<file path="src/rtl/pil_ctrl.sv">
// Priority interrupt controller: PIE/PID registers, level select and the
// request/acknowledge handshake that moves the program level (PIL).
module pil_ctrl #(
  parameter int NLEV = 16,
  parameter int LVLW = $clog2(NLEV),
  parameter int SYNC = 2
) (
  input  logic            clk,
  input  logic            MCL_n,
  input  logic            SI,
  input  logic            T3,
  input  logic            ION,
  input  logic [NLEV-1:0] int_req,
  input  logic            wr_en,
  input  logic [1:0]      wr_sel,
  input  logic [NLEV-1:0] wr_data,
  input  logic            chg_ack,
  output logic            PILKL,
  output logic [LVLW-1:0] PIL,
  output logic [NLEV-1:0] PIE,
  output logic [NLEV-1:0] PID,
  output logic            chg_req,
  output logic [LVLW-1:0] new_lvl
);

  typedef enum logic [0:0] {IDLE, REQ} state_t;

  state_t                     state;
  logic [SYNC-1:0][NLEV-1:0]  sync_reg;
  logic [NLEV-1:0]            prev_reg;
  logic [NLEV-1:0]            hw_edge;
  logic [NLEV-1:0]            pid_set;
  logic [NLEV-1:0]            pid_clr;
  logic [NLEV-1:0]            act;
  logic [LVLW-1:0]            top;

  assign PILKL   = ~SI & T3;
  assign hw_edge = sync_reg[SYNC-1] & ~prev_reg;
  assign pid_set = (wr_en && wr_sel == 2'd1) ? wr_data : '0;
  assign pid_clr = (wr_en && wr_sel == 2'd2) ? wr_data : '0;
  assign act     = PID & PIE;

  // Highest set bit wins; an empty act vector selects level 0.
  always_comb begin
    top = '0;
    for (int i = 0; i < NLEV; i++) begin
      if (act[i]) top = LVLW'(i);
    end
  end

  always_ff @(posedge clk or negedge MCL_n) begin
    if (!MCL_n) begin
      sync_reg <= '0;
      prev_reg <= '0;
    end else begin
      sync_reg <= {sync_reg[SYNC-2:0], int_req};
      prev_reg <= sync_reg[SYNC-1];
    end
  end

  // Hardware edge is OR-ed in after the clear so a colliding edge survives.
  always_ff @(posedge clk or negedge MCL_n) begin
    if (!MCL_n) begin
      PIE <= '0;
      PID <= '0;
    end else begin
      if (wr_en && wr_sel == 2'd0) PIE <= wr_data;
      PID <= ((PID | pid_set) & ~pid_clr) | hw_edge;
    end
  end

  always_ff @(posedge clk or negedge MCL_n) begin
    if (!MCL_n) begin
      state   <= IDLE;
      PIL     <= '0;
      chg_req <= 1'b0;
      new_lvl <= '0;
    end else begin
      case (state)
        IDLE: begin
          if (PILKL && ION && top != PIL) begin
            new_lvl <= top;
            chg_req <= 1'b1;
            state   <= REQ;
          end
        end
        REQ: begin
          // Target stays frozen; ION loss does not cancel a pending change.
          if (chg_ack) begin
            PIL     <= new_lvl;
            chg_req <= 1'b0;
            state   <= IDLE;
          end
        end
        default: state <= IDLE;
      endcase
    end
  end

endmodule

</file>
<file path="config.mk">
export PLATFORM = sky130hd
export DESIGN_NAME = pil_ctrl
export DESIGN_NICKNAME = d
export VERILOG_FILES = /design/src/rtl/pil_ctrl.sv
export SDC_FILE = /design/constraint.sdc
export NUM_CORES = 1
export LEC_CHECK = 0
export CAP_MARGIN = 5
export CORE_ASPECT_RATIO = 1.2
export CORE_MARGIN = 3
export CORE_UTILIZATION = 46
export CTS_BUF_LIST = sky130_fd_sc_hd__clkbuf_4
export DETAILED_ROUTE_END_ITERATION = 16
export PLACE_DENSITY = 0.75
export SLEW_MARGIN = 10
export SYNTH_ARGS = -nofsm -noshare
export SYNTH_HDL_FRONTEND = slang
export SYNTH_SLANG_ARGS = --single-unit
</file>
<file path="constraint.sdc">
create_clock -name clk -period 4.09 [get_ports clk]
set_input_delay 0.409 -clock clk [delete_from_list [all_inputs] [get_ports clk]]
set_output_delay 0.409 -clock clk [all_outputs]
set_load 0.005 [all_outputs]
</file>
==> metrics <==
FILL cells=roughly 550; Synth Register Bits=90; crit share post-route=about three fifths; Slew @ Worst Pin=0.7138 ns; critical path endpoint=new_lvl[3]; TNS Setup=0 ns; Mapped Nets=291; Hold Fails Final Rpt=0; Post-CTS Hold Buffers=0; Yosys warnings=0; Root Buffer=clkbuf_4; Fmax=414.5 MHz; Worst VDD drop=266.0 uV; WP buf/inv=0; Lkg Pwr=approximately 2.0 nW; clock buffer count from CTS=9; Post-DRT Antenna Nets=0; clk buf depth=2; Hold Path Class=in2async; Worst R2R End=new_lvl[3]; chip width=83.75 um; Reg2Reg Depth=6; critical path startpoint=PID[10]; htree depth=3; post-synth top area share=67.49%; launch point of the worst reg-to-reg path=PID[10]; final hold slack=about 0.017 ns; Worst setup SP type=register; critical path arrival=2.75 ns; Nets=between 300 and 400; post-DP HPWL=5.058 mm; Die Y=99.30 um; IO Count=83; Inserted Diodes=0; register area=2252 sq um; share of layout cells above drive strength 1=14.78%; multi-input combinational cell area=about 1000 sq um; Synth Cell Area=3337 sq um; number of global-route vias before repair=2255; drc violations=0; TritonRoute pass-1 iters=4; status=completed; worst reg-to-reg setup slack=1.68 ns; Avg Vias per Cell=between 5 and 6; CP Data Required Time=4.42 ns; CORE AREA=6937 sq um; final setup violation count=0; crit-path max FO=5; post-route cell area=4433 sq um; final wirelength=between 6 and 7 mm; CP peak stage delay=0.52 ns; Top FF cell, synth=dfrtp_1; wire per inst=15.93 um; pin count of the biggest net entering global routing=58; RSZ-0062 raised after global routing=no; Setup Skew=0.01587 ns; Synth cell types=38; CP max-delay cell=or4b_1; clock slew at reported path FFs=0.14 ns; Async S/R FF share, synth=100.0%; routability congestion estimate=0.8200; row count=33; Crit path depth=6; Slew headroom=52.42%; Cell Chain, Critical Path=a22o_1 > or4b_1 > mux2_2 > o31ai_4 > a31oi_4 > mux2_4; Avg Cell Area, Syn=13.35 sq um; number of synthesized flops with an enable pin=0; most frequent cell after synthesis=dfrtp_1; initial antenna violation count=0; largest cells by area after synthesis=dfrtp_1 (67%), mux2_2 (7.4%), a21o_1 (3.6%), o21ai_0 (2.8%), a21oi_1 (2.5%); PostCTS Resize Cnt=0; cell count after synthesis=between 200 and 300; PwrDens=~500 nW/um^2; TritonCTS clock tree=done; initial DRC count=125; synth cell count leaders=dfrtp_1 (90), mux2_2 (22), inv_1 (19), o21ai_0 (19); register area share after synthesis=67.49%; worst setup path class=reg2reg; max FFs per register=32; die area=between 8000 and 9000 sq um; starting density of the core=48.11%; DP Area=4265 sq um; max cap viols=0; DR vias=2219; nature of the critical path endpoint=register; Crit path max-delay family=compound AO/OA/AOI/OAI gates; max-slew violation count=0; first-pass GRT wire length=11.56 mm; Layout area overhead=32.85%; clock sinks=90; Worst-Skew Late Latency=0.43 ns; PortBufs=slightly above 80; Overflow after GRT=0; area leader, netlist=dfrtp_1; Total GRT Usage=a little under a fifth; min Tclk post-route=2.413 ns; Setup Buffers After CTS=0
-- per-stage QoR --
stage / instances / utilization, % / total power [mW] / setup WS [ns]
after floorplan: 250 / - / 1.358 / 1.796
after global placement: 416 / 61.49 / 1.641 / 1.745
after detailed placement: 416 / 61.49 / 1.660 / 1.696
after CTS: 432 / 63.91 / 2.218 / 1.675
after global routing: 432 / 63.91 / 2.321 / 1.537
final: 432 / 63.91 / 2.193 / 1.677
-- worst min-delay path by stage --
stage | cells past startpoint | startpoint | end
floorplan | 0 | MCL_n | PID[0]
global placement | 0 | sync_reg[14] | sync_reg[30]
detailed placement | 0 | sync_reg[2] | sync_reg[18]
CTS | 1 | MCL_n | PID[1]
global route | 1 | MCL_n | PIE[0]
finish | 1 | MCL_n | PIE[0]
-- power breakdown --
part	total (mW)	switching (mW)	internal, mW
Sequential	1.10	0.102	0.996
Combinational	0.537	0.214	0.323
Clock	0.557	0.291	0.266
Total	2.19	0.607	1.59
-- cell type report --
class / count / area share, %
inverters: 19 / 1.609
flip-flops and latches: 90 / 50.80
repair buffers: 84 / 18.80
multi-input cells: 136 / 22.55
well taps: 87 / 2.456
clock buffers: 11 / 1.863
clock inverters: 5 / 1.919
-- metal layers --
metal	GRT usage, %	up-vias	share of wire (%)	routed length [um]
met3	3.728	10	4.8	327
li1	-	1065	-	-
met1	21.50	1078	42	2875
met5	0	-	0	0
met4	8.540	0	1.9	132
met2	31.23	66	52	3545
-- logic make-up (layout without fill, tap and decap cells) --
| kind of cell | count (synthesis) | after routing | share of synthesized area, % |
|---|---|---|---|
| buf+inv | 24 | 119 | 2.700 |
| mux | 24 | 24 | 8.324 |
| flops | 90 | 90 | 67.49 |
| simple gates | 36 | 36 | 5.737 |
| compound gates | 74 | 74 | 15.22 |
| xor+xnor | 2 | 2 | 0.5250 |
-- placed cells by master (no fill, tap or decap), types with 2 or more instances in the layout --
cell,count
mux2_2,22
and3b_1,2
a21o_2,2
a22oi_1,5
a22o_1,4
a21oi_1,17
clkbuf_4,11
o21ai_0,19
nor2b_1,2
a31oi_1,2
clkdlybuf4s50_1,81
mux2_4,2
bufinv_16,2
dfrtp_1,90
nor2_1,4
inv_1,19
buf_4,3
nand2_1,17
inv_6,2
a21o_1,16
Power figures use the tool's default switching activity.
